File: src/rtl/gpio_padctrl.sv
`default_nettype none
// ============================================================================
// Module      : gpio_padctrl
// Description : Per-channel control for a bank of bidirectional PDB02DGZ pads.
//               Programmable direction and output data, two-flop input
//               synchronisation, optional debounce filtering, and per-channel
//               edge interrupts with write-1-to-clear status.
//               Optional feature macro: GPIO_PADCTRL_DEBOUNCE_EN
//                 defined   -> debounce counters, din latency 2 + DEB_CYCLES
//                 undefined -> din is a register of the synchroniser output,
//                              din latency 3, DEB_CYCLES unused
// Revision    : 1.0 - initial release
// ============================================================================
module gpio_padctrl #(
  parameter int NCH        = 8,
  parameter int DEB_CYCLES = 4
) (
  input  logic           refclk,
  input  logic           reset,
  input  logic [NCH-1:0] pad_c,
  output logic [NCH-1:0] pad_i,
  output logic [NCH-1:0] pad_oen,
  input  logic           wr_en,
  input  logic [1:0]     wr_sel,
  input  logic [NCH-1:0] wr_data,
  input  logic [1:0]     rd_sel,
  output logic [NCH-1:0] rd_data,
  output logic [NCH-1:0] din,
  output logic           irq
);

  // Register map select codes shared by the write and read ports
  localparam logic [1:0] c_sel_dir   = 2'd0;
  localparam logic [1:0] c_sel_dout  = 2'd1;
  localparam logic [1:0] c_sel_irqen = 2'd2;
  localparam logic [1:0] c_sel_irqst = 2'd3;

  // Illegal parameter values stop elaboration rather than building odd hardware
  if (NCH < 1 || NCH > 32 || DEB_CYCLES < 1) begin : g_param_check
    $error("gpio_padctrl: NCH must be 1..32 and DEB_CYCLES must be >= 1");
  end

  // --------------------------------------------------------------------------
  // Programmable registers
  // --------------------------------------------------------------------------
  logic [NCH-1:0] r_dir;
  logic [NCH-1:0] r_dout;
  logic [NCH-1:0] r_irq_en;
  logic [NCH-1:0] r_irq_stat;
  logic [NCH-1:0] r_pad_oen;
  logic [NCH-1:0] r_pad_i;

  logic w_wr_dir;
  logic w_wr_dout;
  logic w_wr_irqen;
  logic w_wr_irqst;

  assign w_wr_dir   = wr_en && (wr_sel == c_sel_dir);
  assign w_wr_dout  = wr_en && (wr_sel == c_sel_dout);
  assign w_wr_irqen = wr_en && (wr_sel == c_sel_irqen);
  assign w_wr_irqst = wr_en && (wr_sel == c_sel_irqst);

  // Direction and output data; the pad-facing copies load in the same edge so
  // the pad pins come straight from flops with no logic in front of the ring.
  always_ff @(posedge refclk) begin
    if (reset) begin
      r_dir     <= '0;
      r_dout    <= '0;
      r_irq_en  <= '0;
      r_pad_oen <= '1;
      r_pad_i   <= '0;
    end else begin
      if (w_wr_dir) begin
        r_dir     <= wr_data;
        r_pad_oen <= ~wr_data;
      end
      if (w_wr_dout) begin
        r_dout  <= wr_data;
        r_pad_i <= wr_data;
      end
      if (w_wr_irqen) begin
        r_irq_en <= wr_data;
      end
    end
  end

  assign pad_oen = r_pad_oen;
  assign pad_i   = r_pad_i;

  // --------------------------------------------------------------------------
  // Input path: two-flop synchroniser into the filter
  // --------------------------------------------------------------------------
  logic [NCH-1:0] r_s1;
  logic [NCH-1:0] r_s2;
  logic [NCH-1:0] r_din;
  logic [NCH-1:0] r_din_q;
  logic [NCH-1:0] w_din_nxt;

  // Bring the asynchronous pad C pins into the refclk domain
  always_ff @(posedge refclk) begin
    if (reset) begin
      r_s1 <= '0;
      r_s2 <= '0;
    end else begin
      r_s1 <= pad_c;
      r_s2 <= r_s1;
    end
  end

`ifdef GPIO_PADCTRL_DEBOUNCE_EN
  // Counter sized so DEB_CYCLES-1 is always representable, even for DEB_CYCLES=1
  localparam int c_cnt_w = $clog2(DEB_CYCLES + 1);
  localparam logic [c_cnt_w-1:0] c_cnt_last = c_cnt_w'(DEB_CYCLES - 1);

  for (genvar k = 0; k < NCH; k++) begin : g_deb
    logic [c_cnt_w-1:0] r_cnt;
    logic               w_diff;
    logic               w_expire;

    assign w_diff   = r_s2[k] ^ r_din[k];
    assign w_expire = w_diff && (r_cnt == c_cnt_last);

    // Count consecutive cycles of disagreement; restart on agreement or accept
    always_ff @(posedge refclk) begin
      if (reset) begin
        r_cnt <= '0;
      end else if (!w_diff || w_expire) begin
        r_cnt <= '0;
      end else begin
        r_cnt <= r_cnt + c_cnt_w'(1);
      end
    end

    assign w_din_nxt[k] = w_expire ? r_s2[k] : r_din[k];
  end
`else
  // No filtering: din is simply one more register stage after the synchroniser
  assign w_din_nxt = r_s2;
`endif

  // Filtered value and its one-cycle delay used for edge detection
  always_ff @(posedge refclk) begin
    if (reset) begin
      r_din   <= '0;
      r_din_q <= '0;
    end else begin
      r_din   <= w_din_nxt;
      r_din_q <= r_din;
    end
  end

  assign din = r_din;

  // --------------------------------------------------------------------------
  // Edge detect and interrupt status
  // --------------------------------------------------------------------------
  logic [NCH-1:0] w_edge;
  logic [NCH-1:0] w_set;
  logic [NCH-1:0] w_clr;

  assign w_edge = r_din ^ r_din_q;
  // Only channels currently configured as inputs may flag an edge
  assign w_set  = w_edge & ~r_dir;
  assign w_clr  = w_wr_irqst ? wr_data : '0;

  // Write-1-to-clear status; a new edge in the same cycle overrides the clear
  always_ff @(posedge refclk) begin
    if (reset) begin
      r_irq_stat <= '0;
    end else begin
      r_irq_stat <= (r_irq_stat & ~w_clr) | w_set;
    end
  end

  assign irq = |(r_irq_stat & r_irq_en);

  // Read-back mux straight from the registers, so a same-cycle write reads old
  always_comb begin
    rd_data = '0;
    case (rd_sel)
      c_sel_dir:   rd_data = r_dir;
      c_sel_dout:  rd_data = r_dout;
      c_sel_irqen: rd_data = r_irq_en;
      c_sel_irqst: rd_data = r_irq_stat;
      default:     rd_data = '0;
    endcase
  end

endmodule
`default_nettype wire

File: config.mk
export PLATFORM = sky130hd
export DESIGN_NAME = gpio_padctrl
export DESIGN_NICKNAME = d
export VERILOG_FILES = /design/src/rtl/gpio_padctrl.sv
export SDC_FILE = /design/constraint.sdc
export NUM_CORES = 1
export LEC_CHECK = 0
export BUFFER_PORTS_ARGS = -buffer_cell sky130_fd_sc_hd__buf_2
export CORE_MARGIN = 2
export CORE_UTILIZATION = 54
export DETAILED_ROUTE_END_ITERATION = 8
export PLACE_DENSITY_LB_ADDON = 0.12
export SYNTH_ARGS = -nofsm -noshare
export SYNTH_HDL_FRONTEND = slang
export SYNTH_SLANG_ARGS = --single-unit
File: constraint.sdc
create_clock -name refclk -period 1.55 [get_ports refclk]
set_input_delay 0.155 -clock refclk [delete_from_list [all_inputs] [get_ports refclk]]
set_output_delay 0.155 -clock refclk [all_outputs]
set_load 0.005 [all_outputs]
==> impl_results.md, run 1 <==
- Number of setup violations in the final report: 0
- Via count of the first global-routing pass: 1935
- Wire length of the first global-routing pass: 9.49 mm
- Number of clock buffers inserted by TritonCTS: 9
- Final Slew Violations: 0
- Hold Violations, Final: 0
- Critical path peak fanout: 3
- Post-route fraction of the period consumed by the critical path: 0.938
- Per-instance average area after synthesis: 11.5 um^2
- Die area: 5790 um^2
- Placed cell area: 3190 um^2
- GRT Total Usage: 0.213
- Overflow after GRT: 0
- Routed WL per cell: 15.0 um
- Max-slew headroom: 0.710
- Seq cells post-synth: 72
- Synth warnings: 0
- Lkg Pwr: 1.52 nW
- Root buffer selected by CTS: sky130_fd_sc_hd__clkbuf_8
- Max Clk Rate: 0.688 GHz
- Cell Rows: 26
- Number of enable-type register cells in the synthesized netlist: 0
- Share of the synthesized area in the top cell type: 0.514
- Placed Instances: 363
- Launching element type of the critical path: flop
- Period minus WS final: 1.45 ns
- Aggregate negative setup slack: 0 ns
- Number of antenna violations at the first check in global routing: 0
- Post-cts gate resize count: 0
- Hold-fix buffer count after cts: 0
- Finished layout cell area: 3390 um^2
- TritonCTS clock tree: done
- CP Data Arrival Time: 1.30 ns
- Post-Synthesis Cell Area: 2800 um^2
- Clock tree sinks: 72
- Maximum vdd drop: 0.914 mV
- Final wirelength: 5.68 mm
- Unrepaired setup endpoints after global routing: false
- Syn Nets: 267
- DRC violation total after the first TritonRoute iteration: 70
- Measured slew at the worst slew-check pin: 0.434 ns
- Required time worst endpoint: 1.39 ns
- Core Region: 5070 um^2
- DRC violations left: 0
- Most frequent cell after synthesis: sky130_fd_sc_hd__dfxtp_1
- Clock-pin transition on the worst setup and hold timing paths: 0.07 ns
- Cell count after synthesis: 244
- Buffers inserted during post-CTS setup optimization: 0
- Number of antenna-violating nets in the routed design: 0
- Nets: 327
- Total power density per cell area: 1120 nW/um^2
- Starting utilization of the core area: 0.553
- Die outline height: 76.1 um
- Share of flip-flops with an asynchronous set or reset: 0
- Width of the die: 76.1 um
- Distinct cell type count after synthesis: 21
- Worst clock skew: 0.00512 ns
- Worst hold path class: primary input to flop
- Outcome: finished clean
- Post-detailed-placement half-perimeter wirelength: 3.88 mm
- Area contributors post-synth: sky130_fd_sc_hd__dfxtp_1, sky130_fd_sc_hd__mux2i_1, sky130_fd_sc_hd__nand2b_1
- Top post-synthesis cells by count: sky130_fd_sc_hd__dfxtp_1, sky130_fd_sc_hd__nand2b_1, sky130_fd_sc_hd__nor2b_1, sky130_fd_sc_hd__mux2i_1, sky130_fd_sc_hd__clkbuf_1
- Count of inserted antenna diode cells: 0
- Max-Cap Viols: 0
- Avg Vias per Cell: 5.16
- 1st-pass router iterations: 4
- Sequential share of the synthesized area: 0.514
- Leading register cell type out of synthesis: sky130_fd_sc_hd__dfxtp_1
- Placer's final routability congestion estimate: 0.828
- Crit path kind: flop to output port
- Maximum number of pins on one net before global-route repair: 30
- Share of cells above drive strength 1: 0.343
- Endpoint kind of the worst setup timing path: output port
- Post-layout power: 0.00379 W
- Max H-tree Level: 3
- Post-synth top area cell: sky130_fd_sc_hd__dfxtp_1
- Detailed-route via count: 1954
- Non-Filler Instances: 379
- Number of I/O pins: 56
- Signed area change from the synthesized netlist to the final layout: 21.0%
- # port buffers: 55
- Clock latency reported for the late side of the worst-skew pair: 0.34 ns
- CTS Buffer Depth: 2
state kept, by name, indices dropped and copies added, names as in the netlist:
register	count
din	8
pad_i	8
pad_oen	8
r_din_q	8
r_dir	8
r_irq_en	8
r_irq_stat	8
r_s1	8
r_s2	8
metrics by stage:
stage                util  hold slack, ns  setup slack (ns)
detailed placement  0.628           0.370             0.264
CTS                 0.668         0.00142            0.0871
global route        0.668         0.00131            0.0443
finish              0.668          0.0169            0.0961
floorplan               -           0.283             0.338
global placement    0.628           0.362             0.282
logic make-up after synthesis:
family,count (synthesis),synth area share
buffers and inverters,18,0.0286
flip-flops,72,0.514
AO/OA/AOI/OAI,12,0.0393
XOR/XNOR,8,0.0250
AND/OR/NAND/NOR,94,0.206
multiplexers,40,0.187
worst paths after layout:
path / from / end / slack (ns) / cells after the start
max: r_irq_stat[7] / rd_data[7] / 0.1 / 2
min: pad_c[2] / r_s1[2] / 0.02 / 2
max reg2reg: pad_oen[0] / pad_oen[0] / 0.58 / 2
min reg2reg: r_s2[5] / din[5] / 0.43 / 1
per-layer routing:
| metal | up-vias | global-route usage | routed length (um) |
|---|---|---|---|
| met5 | - | 0 | 0 |
| met4 | 0 | 0.115 | 85 |
| met3 | 10 | 0.0829 | 407 |
| met2 | 57 | 0.310 | 2470 |
| met1 | 927 | 0.273 | 2720 |
| li1 | 960 | - | - |
layout by cell type (no fill, tap or decap), drive strengths merged:
master    Yosys  layout
mux4          8       8
xor2          8       8
nor2          8       8
inv           1       1
dfxtp        72      72
clkinvlp      0       2
nand3b        2       2
and3b         1       1
or3b          1       1
nor2b        32      32
mux2i        24      24
a32o          8       8
nor3b         1       1
buf           5      66
bufinv        0       1
a22oi         4       4
clkbuf       12      11
mux2          8       8
clkinv        0       2
or2           8       8
nand2b       32      32
nand4         9       9
power by group:
group | switching [W] | internal (W) | leakage [nW]
logic | 0.000144 | 0.000161 | 0.832
clock network | 0.000699 | 0.000825 | 0.101
registers | 0.0000392 | 0.00192 | 0.588
worst max-delay path: stages (launching register included):
cell                      delay (ns)
sky130_fd_sc_hd__dfxtp_1        0.34
sky130_fd_sc_hd__mux4_2         0.48
sky130_fd_sc_hd__buf_2          0.14
layout make-up:
cell class | count | area (um^2)
Clock buffer | 11 | 151
Clock inverter | 5 | 55.1
Timing Repair Buffer | 66 | 370
Tap cell | 70 | 87.6
Inverter | 1 | 3.75
Fill cell | 429 | 1680
Multi-Input combinational cell | 154 | 1280
Sequential cell | 72 | 1440
Power figures use the tool's default switching activity.
==> inputs of run 2 (changes only) <==
- CORE_UTILIZATION: 54 -> 45
==> run 2 against run 1 <==
Cell area grew 1.3%. Critical path depth is the same. Global-route usage shrank 4.5 points. Largest cell class unchanged.
==> impl_results.md, run 2 (same netlist as run 1, synthesis figures left out) <==
- Outcome: finished clean (unchanged)
- Share of cells above drive strength 1: 0.335 (was 0.343)
- Max Clk Rate: 0.687 GHz (was 0.688 GHz)
- Path depth of the worst reg2reg path: 2 (unchanged)
- Post-Route Utilization: 0.577 (was 0.668)
- Signed area change from the synthesized netlist to the final layout: 22.5% (was 21.0%)
- Root buffer selected by CTS: sky130_fd_sc_hd__clkbuf_8 (unchanged)
- TritonCTS clock tree: done (unchanged)
- Worst hold path class: primary input to flop (unchanged)
- Number of I/O pins: 56 (unchanged)
- Detailed-route via count: 1898 (was 1954)
- Unrepaired setup endpoints after global routing: false (unchanged)
- GRT Total Usage: 0.167 (was 0.213)
- Hold-fix buffer count after cts: 3 (was 0)
- Clock tree sinks: 72 (unchanged)
- Non-Filler Instances: 385 (was 379)
- Most frequent cells in the layout: sky130_fd_sc_hd__dfxtp_1, sky130_fd_sc_hd__buf_2, sky130_fd_sc_hd__nand2b_1, sky130_fd_sc_hd__nor2b_1, sky130_fd_sc_hd__mux2i_1 (unchanged)
- Routed WL per cell: 14.3 um (was 15.0 um)
- Clock-pin transition on the worst setup and hold timing paths: 0.08 ns (was 0.07 ns)
- Required time worst endpoint: 1.39 ns (about the same)
- Die area: 6880 um^2 (was 5790 um^2)
- Hold path startpoint: pad_c[3] (was pad_c[2])
- Aggregate negative setup slack: 0 ns (unchanged)
- Max-slew headroom: 0.708 (was 0.710)
- Number of antenna-violating nets in the routed design: 0 (unchanged)
- Cell Rows: 28 (was 26)
- Maximum number of pins on one net before global-route repair: 33 (was 30)
- 1st-pass router iterations: 4 (unchanged)
- Overflow after GRT: 0 (unchanged)
- Worst reg-to-reg setup slack: 0.59 ns (was 0.58 ns)
- Lkg Pwr: 1.54 nW (was 1.52 nW)
- Starting utilization of the core area: 0.471 (was 0.553)
- Die outline height: 82.9 um (was 76.1 um)
- DRC violations left: 0 (unchanged)
- Endpoint kind of the worst setup timing path: output port (unchanged)
- Number of clock buffers inserted by TritonCTS: 9 (unchanged)
- Count of cells along the worst hold path: 2 (unchanged)
- Critical path peak fanout: 3 (unchanged)
- Avg Vias per Cell: 4.93 (was 5.16)
- Hold EP: r_s1[3] (was r_s1[2])
- FF-to-FF End: pad_oen[7] (was pad_oen[0])
- Most common library cell in the layout ignoring fill and taps: sky130_fd_sc_hd__dfxtp_1 (unchanged)
- Clock latency reported for the late side of the worst-skew pair: 0.34 ns (about the same)
- # port buffers: 55 (unchanged)
- Nets: 328 (was 327)
- Via count of the first global-routing pass: 1824 (was 1935)
- Count of inserted antenna diode cells: 0 (unchanged)
- Total power density per cell area: 1140 nW/um^2 (was 1120 nW/um^2)
- Core Region: 5960 um^2 (was 5070 um^2)
- Placed Instances: 366 (was 363)
- Final wirelength: 5.50 mm (was 5.68 mm)
- Post-detailed-placement half-perimeter wirelength: 3.86 mm (was 3.88 mm)
- Buffers inserted during post-CTS setup optimization: 0 (unchanged)
- Placer's final routability congestion estimate: 0.824 (was 0.828)
- Crit path kind: flop to output port (unchanged)
- Hold Violations, Final: 0 (unchanged)
- DRC violation total after the first TritonRoute iteration: 78 (was 70)
- Finished layout cell area: 3440 um^2 (was 3390 um^2)
- Max-Cap Viols: 0 (unchanged)
- Wire length of the first global-routing pass: 9.05 mm (was 9.49 mm)
- Width of the die: 82.9 um (was 76.1 um)
- Measured slew at the worst slew-check pin: 0.437 ns (was 0.434 ns)
- CP Data Arrival Time: 1.30 ns (about the same)
- Placed cell area: 3180 um^2 (was 3190 um^2)
- Number of antenna violations at the first check in global routing: 0 (unchanged)
- Post-cts gate resize count: 0 (unchanged)
- Launching element type of the critical path: flop (unchanged)
- Post-route fraction of the period consumed by the critical path: 0.938 (about the same)
- CTS Buffer Depth: 2 (unchanged)
- Worst clock skew: 0.00768 ns (was 0.00512 ns)
- Maximum vdd drop: 0.857 mV (was 0.914 mV)
- Period minus WS final: 1.45 ns (about the same)
- Worst reg2reg path startpoint: pad_oen[7] (was pad_oen[0])
- Max H-tree Level: 3 (unchanged)
- Final Slew Violations: 0 (unchanged)
- Number of setup violations in the final report: 0 (unchanged)
[run 2: worst max-delay path, stage by stage (launching register included)]
cell and delay (ns):
sky130_fd_sc_hd__dfxtp_1 0.35, sky130_fd_sc_hd__mux4_2 0.47, sky130_fd_sc_hd__buf_2 0.14
[run 2: power breakdown]
part	total, W	switching [W]	internal [W]
combinational	0.000303	0.000141	0.000163
sequential	0.00196	0.0000381	0.00192
clock	0.00166	0.000702	0.000958
[run 2: cell type report]
cell class / instances / area, um^2
tap: 75 / 93.8
multi-input combinational: 154 / 1280
fill: 543 / 2520
clock inverter: 6 / 91.3
timing repair buffer: 67 / 385
inverter: 1 / 3.75
sequential: 72 / 1440
clock buffer: 10 / 138
[run 2: layer usage]
layer,GRT usage,up-vias,wire length (um)
met5,0,-,0
met2,0.261,56,2520
met3,0.0755,9,349
met1,0.207,870,2540
met4,0.0537,0,85
li1,-,963,-
[run 2: metrics by stage]
stage	setup slack (ns)	total power, W	hold WS [ns]
after floorplan	0.338	0.00218	0.283
after detailed placement	0.248	0.00230	0.368
after CTS	0.0698	0.00397	0.00121
final	0.0953	0.00392	0.0176
after global routing	0.0315	0.00410	0.0106
after global placement	0.251	0.00230	0.362
[run 2: how the worst max path moves through the flow]
stage	from	end	cells past startpoint
after floorplan	wr_sel[1]	pad_oen[4]	4
after global placement	wr_sel[1]	pad_oen[6]	4
after detailed placement	wr_sel[1]	pad_oen[5]	4
after CTS	r_irq_stat[1]	rd_data[1]	2
after global routing	r_irq_stat[1]	rd_data[1]	2
final	r_irq_stat[1]	rd_data[1]	2
